### config.mk
export PLATFORM = sky130hd
export DESIGN_NAME = paicore_xfer_ctrl
export DESIGN_NICKNAME = d
export VERILOG_FILES = /design/src/rtl/paicore_ctrl_pkg.sv /design/src/rtl/paicore_pulse_stretch.sv /design/src/rtl/paicore_xfer_ctrl.sv
export SDC_FILE = /design/constraint.sdc
export NUM_CORES = 1
export LEC_CHECK = 0
export BUFFER_PORTS_ARGS = -buffer_cell sky130_fd_sc_hd__buf_4
export CAP_MARGIN = 15
export CELL_PAD_IN_SITES_DETAIL_PLACEMENT = 0
export CELL_PAD_IN_SITES_GLOBAL_PLACEMENT = 1
export CORE_ASPECT_RATIO = 1.25
export CORE_MARGIN = 8
export CORE_UTILIZATION = 36
export CTS_CLUSTER_SIZE = 28
export DETAILED_ROUTE_END_ITERATION = 10
export PLACE_DENSITY_LB_ADDON = 0.1
export SLEW_MARGIN = 5
export SYNTH_ARGS = -nofsm -noshare
export SYNTH_HDL_FRONTEND = slang
export SYNTH_SLANG_ARGS = --single-unit
### constraint.sdc
create_clock -name clk -period 2.6 [get_ports clk]
set_input_delay 0.39 -clock clk [delete_from_list [all_inputs] [get_ports clk]]
set_output_delay 0.39 -clock clk [all_outputs]
set_load 0.005 [all_outputs]
### src/rtl/paicore_ctrl_pkg.sv
// Shared definitions for the PAICORE transfer controller: state encoding and
// parameter defaults.
package paicore_ctrl_pkg;

    localparam int unsigned DpRstCyclesDef = 4;
    localparam int unsigned TmoWDef        = 32;

    typedef enum logic [2:0] {
        StIdle  = 3'd0,
        StDprst = 3'd1,
        StTx    = 3'd2,
        StRx    = 3'd3,
        StFin   = 3'd4,
        StErr   = 3'd5
    } xfer_state_e;

endpackage

### src/rtl/paicore_pulse_stretch.sv
// Registered pulse stretcher: a trigger produces a Cycles-wide high pulse that
// starts on the same edge; rst itself yields a single-cycle pulse.
module paicore_pulse_stretch
    import paicore_ctrl_pkg::*;
#(
    parameter int unsigned Cycles = DpRstCyclesDef
) (
    input  logic clk,
    input  logic rst,
    input  logic i_trig,
    output logic o_pulse,
    output logic o_last
);

    localparam int unsigned CntW = (Cycles > 1) ? $clog2(Cycles) : 1;

    logic [CntW-1:0] r_cnt;
    logic            r_pulse;

    // r_cnt holds the number of pulse cycles still to come after the current one.
    always_ff @(posedge clk) begin
        if (rst) begin
            r_cnt   <= '0;
            r_pulse <= 1'b1;
        end else if (i_trig) begin
            r_cnt   <= CntW'(Cycles - 1);
            r_pulse <= 1'b1;
        end else if (r_cnt != '0) begin
            r_cnt   <= r_cnt - CntW'(1);
            r_pulse <= 1'b1;
        end else begin
            r_pulse <= 1'b0;
        end
    end

    assign o_pulse = r_pulse;
    assign o_last  = (r_cnt == '0);

endmodule

### src/rtl/paicore_xfer_ctrl.sv
// Transfer controller: resets the send/recv datapath, sequences TX then RX,
// and reports completion, timeout and abort status.
module paicore_xfer_ctrl
    import paicore_ctrl_pkg::*;
#(
    parameter int unsigned DP_RST_CYCLES = DpRstCyclesDef,
    parameter int unsigned TMO_W         = TmoWDef
) (
    input  logic             clk,
    input  logic             rst,
    input  logic             start,
    input  logic             abort,
    input  logic [31:0]      cfg_send_len,
    input  logic [31:0]      cfg_frame_num,
    input  logic [TMO_W-1:0] cfg_timeout,
    output logic             dp_rst,
    output logic [31:0]      send_len,
    output logic [31:0]      oFrameNumMax,
    output logic             rx_rcving,
    input  logic             tx_done,
    input  logic             rx_done,
    output logic             busy,
    output logic             done,
    output logic             err_timeout,
    output logic             err_abort,
    output logic [TMO_W-1:0] cycles
);

    xfer_state_e      r_state;
    xfer_state_e      w_state_nxt;
    logic [31:0]      r_send_len;
    logic [31:0]      r_frame_num;
    logic [TMO_W-1:0] r_tmo;
    logic [TMO_W-1:0] r_cycles;
    logic             r_err_tmo;
    logic             r_err_abort;
    logic             r_rx_seen;

    logic w_tmo_hit;
    logic w_active;
    logic w_accept;
    logic w_trig;
    logic w_last;

    assign w_tmo_hit = (r_tmo != '0) && (r_cycles == r_tmo);
    assign w_active  = (r_state == StTx) || (r_state == StRx);
    assign w_accept  = (r_state == StIdle) && start;

    // Priority in every working state: abort, then timeout, then completion.
    always_comb begin
        w_state_nxt = r_state;
        unique case (r_state)
            StIdle:  if (start) w_state_nxt = StDprst;
            StDprst: begin
                if (abort)       w_state_nxt = StErr;
                else if (w_last) w_state_nxt = (r_send_len == '0) ? StFin : StTx;
            end
            StTx: begin
                if (abort)          w_state_nxt = StErr;
                else if (w_tmo_hit) w_state_nxt = StErr;
                else if (tx_done)   w_state_nxt = StRx;
            end
            StRx: begin
                if (abort)                       w_state_nxt = StErr;
                else if (w_tmo_hit)              w_state_nxt = StErr;
                else if (rx_done || r_rx_seen)   w_state_nxt = StFin;
            end
            StFin:   w_state_nxt = StIdle;
            StErr:   if (w_last) w_state_nxt = StIdle;
            default: w_state_nxt = StIdle;
        endcase
    end

    // Fire on entry so the pulse lines up with the first DPRST/ERR cycle.
    assign w_trig = (w_state_nxt != r_state) &&
                    ((w_state_nxt == StDprst) || (w_state_nxt == StErr));

    always_ff @(posedge clk) begin
        if (rst) begin
            r_state     <= StIdle;
            r_send_len  <= '0;
            r_frame_num <= '0;
            r_tmo       <= '0;
            r_cycles    <= '0;
            r_err_tmo   <= 1'b0;
            r_err_abort <= 1'b0;
            r_rx_seen   <= 1'b0;
        end else begin
            r_state <= w_state_nxt;
            if (w_accept) begin
                r_send_len  <= cfg_send_len;
                r_frame_num <= cfg_frame_num;
                r_tmo       <= cfg_timeout;
                r_cycles    <= '0;
                r_err_tmo   <= 1'b0;
                r_err_abort <= 1'b0;
                r_rx_seen   <= 1'b0;
            end else begin
                if (w_active && (r_cycles != '1)) r_cycles <= r_cycles + TMO_W'(1);
                if (abort && (w_active || (r_state == StDprst))) r_err_abort <= 1'b1;
                if (w_active && !abort && w_tmo_hit) r_err_tmo <= 1'b1;
                if ((r_state == StTx) && rx_done) r_rx_seen <= 1'b1;
            end
        end
    end

    paicore_pulse_stretch #(
        .Cycles (DP_RST_CYCLES)
    ) u_dp_rst_stretch (
        .clk     (clk),
        .rst     (rst),
        .i_trig  (w_trig),
        .o_pulse (dp_rst),
        .o_last  (w_last)
    );

    assign send_len     = r_send_len;
    assign oFrameNumMax = r_frame_num;
    assign rx_rcving    = w_active;
    assign busy         = (r_state != StIdle);
    assign done         = (r_state == StFin);
    assign err_timeout  = r_err_tmo;
    assign err_abort    = r_err_abort;
    assign cycles       = r_cycles;

endmodule

* Word-level counts from Yosys, hierarchy flattened
Index checks and enable logic that the tools add are counted.
** Word-level totals
- Bits of input ports :: 102
- Bits in registers :: 137
- Word-level logic and storage cells :: 59
** Operators by class
- Equality and inequality tests :: 10
- Reductions and logical operators :: 22
- Mux-type cells :: 15
- Add/sub/neg operators :: 2
** Operator list (count)
- two-way mux 3 bit :: 11
- adder 32 x 1 -> 32 bit, second input constant :: 1
- == test 32 bit :: 1
- zero test 32 bit :: 1
- inequality test 32 bit, second input constant :: 1
- nonzero test 32 bit :: 1
- one-hot mux 3 bit (5 select lines) :: 1
- == test 3 bit, second input constant :: 3
- logical AND 1 bit :: 8
- == test 3 x 1 -> 1 bit, second input constant :: 2
- == test 3 x 2 -> 1 bit, second input constant :: 2
- logical OR 1 bit :: 4
- two-way mux 2 bit :: 2
- nonzero test 2 bit :: 2
- OR reduction 2 bit :: 2
- zero test 3 bit :: 1
- inequality test 3 bit :: 1
- nonzero test 3 bit :: 1
- zero test 2 bit :: 1
- subtractor 2 x 1 -> 2 bit, second input constant :: 1
- zero test 1 bit :: 1
- two-way mux 1 bit :: 1

* Logic depth before layout (Yosys ltp)
Gate-level depths: netlist of run 1.
- Word-level depth :: 9
- Gate-level depth with buffers :: 8

* By module
From an unflattened synthesis of run 1, not the netlist that was laid out.
** Unflattened totals
- Cells, all modules :: 765
- Area, all modules :: 6149.6 um2
** Modules (own cells, without submodules)
- paicore_xfer_ctrl :: area an instance 6013.3 um2, instances 1, cells an instance 751
- paicore_pulse_stretch :: area an instance 136.4 um2, instances 1, cells an instance 14

* Worst setup path after synthesis of run 1
No wires, ideal clock.
- Path kind :: register to register
- Start :: register r_cycles[4], in the netlist cycles[4]
- End :: register r_cycles[5], in the netlist cycles[5]
- Stages on the path, launching flop included :: 6
- Setup time :: 0.072 ns
- Buffers on the path :: 0
- Setup slack :: 0.701 ns
- Arrival time :: 1.828 ns
- Cell sequence :: dfxtp_1 nand4_2 or3_4 or4_1 nand4_1 mux2i_1
** On the way
- Cells in the longest elaborated chain, start to end :: 2
- Elaborated cells between the ends (all ways) :: 3
- Those cells by class :: add/sub: 1; eq/ne: 1; reduce/logical: 1
** RTL lines
- from (decl) :: line paicore_xfer_ctrl.sv:34 : logic [TMO_W-1:0] r_cycles;
- from (signal assigned) :: line paicore_xfer_ctrl.sv:99 : if (w_active && (r_cycles != '1)) r_cycles <= r_cycles + TMO_W'(1);
- branches (longest 2 deep; another with adder 32 x 1 -> 32 bit)
Several ways; the timed one is not identified.
A chain may end at the register's enable or synchronous reset.

* Worst setup path after layout of run 1
- Start :: register u_dp_rst_stretch.r_cnt[0]
- End :: register u_dp_rst_stretch.r_cnt[1]
** On the way
- Cells in the longest elaborated chain, start to end :: 8
- Elaborated cells between the ends (all ways) :: 15
- Those cells by class :: add/sub: 1; eq/ne: 3; mux: 6; reduce/logical: 5
** RTL lines
- from (decl) :: line paicore_pulse_stretch.sv:17 : logic [CntW-1:0] r_cnt;
- from (signal assigned) :: line paicore_pulse_stretch.sv:26 : r_cnt <= CntW'(Cycles - 1);
- from (signal assigned) :: line paicore_pulse_stretch.sv:29 : r_cnt <= r_cnt - CntW'(1);
- zero test 2 bit :: line paicore_pulse_stretch.sv:37 : assign o_last = (r_cnt == '0);
- two-way mux 3 bit :: line paicore_xfer_ctrl.sv:56 : else if (w_last) w_state_nxt = (r_send_len == '0) ? StFin : StTx;
- two-way mux 3 bit :: line paicore_xfer_ctrl.sv:55 : if (abort) w_state_nxt = StErr;
- one-hot mux 3 bit (5 select lines) :: line paicore_xfer_ctrl.sv:52 : unique case (r_state)
- == test 3 x 1 -> 1 bit / == test 3 bit (equally long branches) :: line paicore_xfer_ctrl.sv:76 : ((w_state_nxt == StDprst) || (w_state_nxt == StErr));
- logical OR 1 bit :: line paicore_xfer_ctrl.sv:76
- logical AND 1 bit :: line paicore_xfer_ctrl.sv:75 : assign w_trig = (w_state_nxt != r_state) &&
- two-way mux 2 bit / nonzero test 2 bit (equally long branches)
Several ways; a longest one is shown, not always the timed one. The select of a mux whose other input is x is not followed.

==> out/summary.md, run 1 <==
* **IR drop worst, VDD** 385.0 uV
* **CTS buffer count** 17
* **dominant cells by area after synthesis** sky130_fd_sc_hd__dfxtp_1 (45%), sky130_fd_sc_hd__nand2_1 (13%), sky130_fd_sc_hd__a21oi_1 (9.3%), sky130_fd_sc_hd__xnor2_1 (4.8%), sky130_fd_sc_hd__nand4_1 (2.3%)
* **EDFF count, synth** 0
* **count of placed standard cells in the final layout, fillers left out** 1172
* **post-route clock skew** 0.007907 ns
* **register clock-pin slew on the reported worst setup and hold paths** 0.06 ns
* **number of failing setup endpoints in the final timing report** 0
* **cell taking the most area after synthesis** sky130_fd_sc_hd__dfxtp_1
* **total die area** 0.02120 mm^2
* **commonest cells in the synthesized netlist** sky130_fd_sc_hd__nand2_1 (214), sky130_fd_sc_hd__dfxtp_1 (137), sky130_fd_sc_hd__a21oi_1 (112), sky130_fd_sc_hd__xnor2_1 (33), sky130_fd_sc_hd__clkbuf_1 (31)
* **final routed wirelength across all metal layers** 20930 um
* **number of placement rows** 53
* **final cycle utilization of the critical path** 85.78%
* **DP Cell Count** 1140
* **most repeated cell in the gate-level netlist after synthesis** sky130_fd_sc_hd__nand2_1
* **biggest fanout along the worst timing path** 8
* **total track usage** 19.41%
* **number of clock sinks** 137
* **library cells used by synthesis** 60
* **fin nets** 1043
* **number of gates resized after cts** 0
* **first-pass iteration count of the detailed router** 5
* **post-DR wirelength/cell** 17.86 um
* **number of warnings printed during yosys synthesis** 0
* **static leakage** 3.411 nW
* **PD cells** 726.0 mW/mm^2
* **result of the run** complete, no violations
* **violation count after the first detailed-routing iteration** 305
* **headroom to the max-slew limit** 47.86%
* **ratio of cells with drive above 1 in the final layout** 28.68%
* **number of instances in the synthesized netlist** 751
* **Top-Level Pins** 204
* **post-layout util** 50.28%
* **Buffers on Ports** 203
* **maximum root-to-sink buffer count** 2
* **via count normalized by instance count** 5.273
* **DRT antenna net count** 0
* **post-synthesis instance area** 0.006040 mm^2
* **synthesized area divided by synthesized cell count** 8.042 um^2
* **final critical-path required period** 2.230 ns
* **fraction of synthesized cell area taken by the top area cell type** 45.41%
* **placer's final routability congestion estimate** 0.8630
* **chip height** 160.8 um
* **cts hold-fix bufs** 0
* **TritonCTS clock tree** built
* **Worst Tran Pin Value** 0.7821 ns
* **count of maximum capacitance violations** 0
* **initial standard-cell utilization of the core** 36.29%
* **Floorplan Core Area** 0.01664 mm^2
* **HPWL Detailed** 15670 um
* **data required time at the worst endpoint** 2.94 ns
* **Final TNS setup** 0 ns
* **remaining global-route overflow** 0
* **H-tree levels** 4
* **overall via count from detail_route** 6180
* **RSZ-0062 raised after global routing** no
* **clock tree root buffer cell** sky130_fd_sc_hd__clkbuf_16
* **Fillers** 1633
* **Pins Over Slew Limit** 0
* **nature of the critical path endpoint** register
* **Max Clk Rate** 448.4 MHz
* **fraction of registers with async set/reset** 0%
* **remaining routing DRC violations** 0
* **Post-Syn Nets** 855
* **wire length of the first global-routing pass** 33020 um
* **flip-flop and latch count after synthesis** 137
* **layout-stage area growth over the synthesis result** 38.57%
* **final count of hold timing violations** 0
* **Tightest Hold Check Type** in -> reg
* **Ant. Diodes** 0
* **register area share after synthesis** 45.41%
* **buffers inserted during post-CTS setup optimization** 0
* **via count of the first global-routing pass** 6193
* **worst skew pair latency** 0.42 ns
* **Worst Setup Start Kind** register
* **top flip-flop cell by instance count after synthesis** sky130_fd_sc_hd__dfxtp_1
* **pin count of the biggest net entering global routing** 97
* **kind of critical path** reg -> reg
* **horizontal die dimension** 131.9 um
* **antenna violations before repair** 0
* **signal arrival time at the worst endpoint** 2.57 ns
==> report_power, final <==
group | switching [mW] | internal (mW)
registers | 0.145 | 2.28
logic | 0.573 | 0.511
clock network | 0.959 | 1.61
==> final timing paths <==
check / start / end / slack (ns) / cells after the start
setup / recovery: u_dp_rst_stretch.r_cnt[0]$_SDFFE_PP0P_ / u_dp_rst_stretch.r_cnt[1]$_SDFFE_PP0P_ / 0.37 / 7
hold / removal: cfg_send_len[7] / send_len[7]$_SDFFE_PP0P_ / 0.21 / 3
setup reg to reg: u_dp_rst_stretch.r_cnt[0]$_SDFFE_PP0P_ / u_dp_rst_stretch.r_cnt[1]$_SDFFE_PP0P_ / 0.37 / 7
hold reg to reg: err_abort$_SDFFE_PP0P_ / err_abort$_SDFFE_PP0P_ / 0.45 / 2
==> area by class of cell <==
class,instances,area (um^2),area share (%)
Clock buffer,18,429.2,5.128
Multi-Input combinational cell,556,3044,36.37
Sequential cell,137,2743,32.77
Tap cell,220,275.3,3.289
Clock inverter,14,195.2,2.332
Inverter,9,33.78,0.4036
Timing Repair Buffer,218,1649,19.70
==> layer usage <==
layer	share of wire [%]	global-route usage, %	up-vias
met3	8.4	8.000	50
met1	38	20.28	2918
met5	0	0	-
met4	3.6	10.10	0
met2	50	32.91	212
li1	-	-	3000
==> cells in the final DEF (no fill, tap or decap), types with 4 or more instances in the layout <==
| cell type | instances |
|---|---|
| sky130_fd_sc_hd__clkbuf_16 | 17 |
| sky130_fd_sc_hd__inv_1 | 9 |
| sky130_fd_sc_hd__or4_1 | 8 |
| sky130_fd_sc_hd__and3_1 | 5 |
| sky130_fd_sc_hd__o21ai_1 | 8 |
| sky130_fd_sc_hd__buf_4 | 217 |
| sky130_fd_sc_hd__nand2_1 | 213 |
| sky130_fd_sc_hd__xnor2_1 | 33 |
| sky130_fd_sc_hd__o211ai_1 | 5 |
| sky130_fd_sc_hd__a21oi_1 | 112 |
| sky130_fd_sc_hd__nand4_1 | 22 |
| sky130_fd_sc_hd__or3_1 | 13 |
| sky130_fd_sc_hd__dfxtp_1 | 137 |
| sky130_fd_sc_hd__nor2_1 | 17 |
| sky130_fd_sc_hd__xor2_1 | 6 |
| sky130_fd_sc_hd__nor3_1 | 4 |
| sky130_fd_sc_hd__o21ai_0 | 9 |
| sky130_fd_sc_hd__nor4_1 | 17 |
| sky130_fd_sc_hd__a21oi_2 | 6 |
| sky130_fd_sc_hd__nand3_1 | 12 |
| sky130_fd_sc_hd__bufinv_16 | 4 |
| sky130_fd_sc_hd__clkinvlp_4 | 4 |
| sky130_fd_sc_hd__o31ai_1 | 8 |
| sky130_fd_sc_hd__and4_1 | 4 |
==> logic make-up (layout without fill, tap and decap cells) <==
kind of cell | after synthesis | in the layout | share of synthesized area (%)
AND/OR/NAND/NOR | 344 | 344 | 27.59
adder cells (fa/ha/maj) | 2 | 2 | 0.4143
flip-flops | 137 | 137 | 45.41
multiplexers | 4 | 4 | 0.6837
buffers and inverters | 58 | 259 | 4.309
AO/OA/AOI/OAI | 167 | 167 | 15.93
XOR/XNOR | 39 | 39 | 5.656
==> worst max-delay path, stage by stage (launching register included) <==
cell and delay (ns):
sky130_fd_sc_hd__dfxtp_1 0.32, sky130_fd_sc_hd__inv_1 0.07, sky130_fd_sc_hd__ha_1 0.33, sky130_fd_sc_hd__nor4b_1 0.26, sky130_fd_sc_hd__nand4_1 0.11, sky130_fd_sc_hd__o31ai_1 0.66, sky130_fd_sc_hd__o211ai_1 0.18, sky130_fd_sc_hd__o221ai_1 0.22
==> stage by stage <==
| step | hold WS, ns | setup WS, ns | instance area (um^2) | power (mW) |
|---|---|---|---|---|
| CTS | 0.1918 | 0.4061 | 8369 | 6.154 |
| global placement | 0.4433 | 0.4774 | 7745 | 3.532 |
| finish | 0.2116 | 0.3696 | 8369 | 6.076 |
| floorplan | 0.4316 | 0.7008 | 6040 | 3.054 |
| global route | 0.1942 | 0.1966 | 8369 | 6.396 |
| detailed placement | 0.4455 | 0.4121 | 7745 | 3.568 |
==> flip-flops by register name, summed over array words and instances, names as in the netlist <==
name                      cells
cycles                       32
oFrameNumMax                 32
r_tmo                        32
send_len                     32
r_state                       3
u_dp_rst_stretch.r_cnt        2
err_abort                     1
err_timeout                   1
r_rx_seen                     1
u_dp_rst_stretch.o_pulse      1
(Power assumes the default switching activity.)
==> inputs of run 2 (changes only) <==
ABC_AREA = 1   (was not set)
CORE_UTILIZATION = 35   (was 36)
==> run 2 against run 1 <==
Effect of this change:
- non-clock buffer count shrank 7
- synthesized area grew 3.8%
- clock-buffer cell count is 1 higher
- register-to-register slack lost 0.06 ns
- power decreased by 0.53%
- fmax fell by 2.6%
- flip-flop and latch count unchanged
- clock power down 6%
- die area increased by 6.0%
==> out/summary.md, run 2 <==
* **result of the run** complete, no violations
* **via count of the first global-routing pass** 6244
* **violation count after the first detailed-routing iteration** 324
* **remaining routing DRC violations** 0
* **register area share after synthesis** 43.74%
* **H-tree levels** 4
* **number of clock sinks** 137
* **nature of the critical path endpoint** register
* **signal arrival time at the worst endpoint** 2.59 ns
* **most frequent standard cell in the layout excluding fill and tap cells** sky130_fd_sc_hd__nand2_1
* **worst skew pair latency** 0.41 ns
* **cell taking the most area after synthesis** sky130_fd_sc_hd__dfxtp_1
* **biggest fanout along the worst timing path** 16
* **Top-Level Pins** 204
* **remaining global-route overflow** 0
* **top flip-flop cell by instance count after synthesis** sky130_fd_sc_hd__dfxtp_1
* **CTS buffer count** 17
* **setup slack of the most critical reg-to-reg path** 0.31 ns
* **Final TNS setup** 0 ns
* **final critical-path required period** 2.290 ns
* **fraction of registers with async set/reset** 0%
* **Floorplan Core Area** 0.01750 mm^2
* **Pins Over Slew Limit** 0
* **first-pass iteration count of the detailed router** 4
* **DP Cell Count** 1271
* **dominant cells by area after synthesis** sky130_fd_sc_hd__dfxtp_1 (44%), sky130_fd_sc_hd__nand2_1 (15%), sky130_fd_sc_hd__a21oi_1 (9.9%), sky130_fd_sc_hd__inv_1 (4.5%), sky130_fd_sc_hd__o21ai_0 (3.5%)
* **kind of critical path** reg -> reg
* **post-synthesis instance area** 0.006270 mm^2
* **number of failing setup endpoints in the final timing report** 0
* **post-DR wirelength/cell** 15.93 um
* **post-route clock skew** 0.007792 ns
* **portion of netlist area occupied by mux cells** 0%
* **dominant combinational cell family by area after synthesis** simple AND/OR/NAND/NOR gates
* **sequence of cells on the critical path** ha_1 -> nand2_1 -> nor3_4 -> nand3_2 -> nor2_1 -> nand2_1 -> nand2_4 -> inv_4 -> nand2_4 -> nor3_4 -> nand2_2 -> nor3_1 -> nor3b_2
* **Post-Syn Nets** 978
* **Worst Tran Pin Value** 0.7507 ns
* **area of all placed cells without fillers** 0.008613 mm^2
* **Ant. Diodes** 0
* **cell depth of the worst flop-to-flop path** 13
* **IR drop worst, VDD** 483.6 uV
* **final count of hold timing violations** 0
* **DRT antenna net count** 0
* **Buffers on Ports** 203
* **Tightest Hold Check Type** in -> reg
* **overall via count from detail_route** 6159
* **chip height** 165.6 um
* **commonest cells in the synthesized netlist** sky130_fd_sc_hd__nand2_1 (249), sky130_fd_sc_hd__dfxtp_1 (137), sky130_fd_sc_hd__a21oi_1 (124), sky130_fd_sc_hd__inv_1 (75), sky130_fd_sc_hd__nor2_1 (56)
* **Synth Area in Adders** 0.3991%
* **PD cells** 701.7 mW/mm^2
* **most repeated cell in the gate-level netlist after synthesis** sky130_fd_sc_hd__nand2_1
* **horizontal die dimension** 135.7 um
* **final-layout worst hold slack** 0.2244 ns
* **critical path's slowest cell** sky130_fd_sc_hd__dfxtp_1
* **flip-flop and latch count after synthesis** 137
* **final cycle utilization of the critical path** 88.08%
* **library cells used by synthesis** 36
* **total track usage** 18.45%
* **HPWL Detailed** 15620 um
* **Reg2Reg Capture Point** cycles[25]$_SDFFE_PP0P_
* **antenna violations before repair** 0
* **total die area** 0.02248 mm^2
* **ratio of cells with drive above 1 in the final layout** 25.95%
* **fin nets** 1170
* **Total Power** 6.044 mW
* **Largest stage delay, worst path** 0.36 ns
* **headroom to the max-slew limit** 49.95%
* **clock tree root buffer cell** sky130_fd_sc_hd__clkbuf_16
* **critical hold path startpoint** cfg_send_len[18]
* **wire length of the first global-routing pass** 33280 um
* **number of placement rows** 54
* **RSZ-0062 raised after global routing** no
* **share of synthesized cell area in and, or, nand and nor gates** 29.55%
* **count of placed standard cells in the final layout, fillers left out** 1303
* **initial standard-cell utilization of the core** 35.83%
* **TritonCTS clock tree** built
* **maximum root-to-sink buffer count** 2
* **synthesized area divided by synthesized cell count** 7.174 um^2
* **via count normalized by instance count** 4.727
* **Post-Place Setup Slack** 0.3368 ns
* **Worst Setup Start Kind** register
* **pin count of the biggest net entering global routing** 100
* **hold endpoint** send_len[18]$_SDFFE_PP0P_
* **placer's final routability congestion estimate** 0.8247
* **parity-gate share of the synthesized area counting xor and xnor cells** 5.029%
* **cts hold-fix bufs** 0
* **worst hold path cell count** 3
* **buffers inserted during post-CTS setup optimization** 0
* **data required time at the worst endpoint** 2.90 ns
* **post-synthesis compound-gate area fraction** 14.05%
* **number of gates resized after cts** 0
* **count of maximum capacitance violations** 0
* **layout-stage area growth over the synthesis result** 37.38%
* **final routed wirelength across all metal layers** 20760 um
* **commonest non-fill, non-tap cells in the layout** sky130_fd_sc_hd__nand2_1 (249), sky130_fd_sc_hd__buf_4 (209), sky130_fd_sc_hd__dfxtp_1 (137), sky130_fd_sc_hd__a21oi_1 (124), sky130_fd_sc_hd__inv_1 (75)
* **number of instances in the synthesized netlist** 874
* **number of warnings printed during yosys synthesis** 0
* **r2r startpoint** cycles[0]$_SDFFE_PP0P_
* **Max Clk Rate** 436.7 MHz
* **EDFF count, synth** 0
* **static leakage** 3.742 nW
* **dpl cell area** 0.008025 mm^2
* **register clock-pin slew on the reported worst setup and hold paths** 0.06 ns
* **fraction of synthesized cell area taken by the top area cell type** 43.74%
* **post-route worst setup slack** 0.3099 ns
* **post-layout util** 49.22%
==> run 2: cell type report <==
class	instances	area (um^2)
multi-input combinational	618	3087
tap	224	280.3
inverter	81	306.5
clock inverter	13	145.1
fill	1831	8886
clock buffer	19	442.9
sequential	137	2743
timing repair buffer	211	1609
==> run 2: how the worst max path moves through the flow <==
stage               depth (start not counted)                       to              startpoint
finish                                     13  cycles[25]$_SDFFE_PP0P_  cycles[0]$_SDFFE_PP0P_
global route                               13  cycles[25]$_SDFFE_PP0P_  cycles[0]$_SDFFE_PP0P_
CTS                                        13  cycles[25]$_SDFFE_PP0P_  cycles[0]$_SDFFE_PP0P_
detailed placement                         13  cycles[25]$_SDFFE_PP0P_  cycles[0]$_SDFFE_PP0P_
global placement                           13  cycles[25]$_SDFFE_PP0P_  cycles[0]$_SDFFE_PP0P_
floorplan                                  11  cycles[28]$_SDFFE_PP0P_  cycles[0]$_SDFFE_PP0P_
==> run 2: worst max-delay path: cells and delay by family, from the launching register on <==
kind                       cells  cell delay [ns]
and+or+nand+nor               11             1.36
DFF                            1             0.36
adders and majority gates      1             0.25
buffers and inverters          1             0.21
==> run 2: per-layer routing <==
layer / wire (um) / vias up / track usage, %
met5: 0 / - / 0
met4: 138 / 0 / 4.356
met3: 1355 / 9 / 6.205
met2: 10690 / 136 / 32.40
met1: 8576 / 2809 / 20.75
li1: - / 3205 / -
==> run 2: where the power goes <==
part	internal, mW	switching (mW)	leakage [nW]
registers	2.30	0.134	1.12
logic	0.533	0.664	2.34
clock network	1.45	0.962	0.280
==> run 2: logic make-up (layout without fill, tap and decap cells) <==
kind of cell,after synthesis,in the layout
and+or+nand+nor,406,406
DFF,137,137
adders and majority gates,2,2
buffers and inverters,119,324
AOI/OAI and AO/OA,174,174
xor gates and xnor gates,36,36
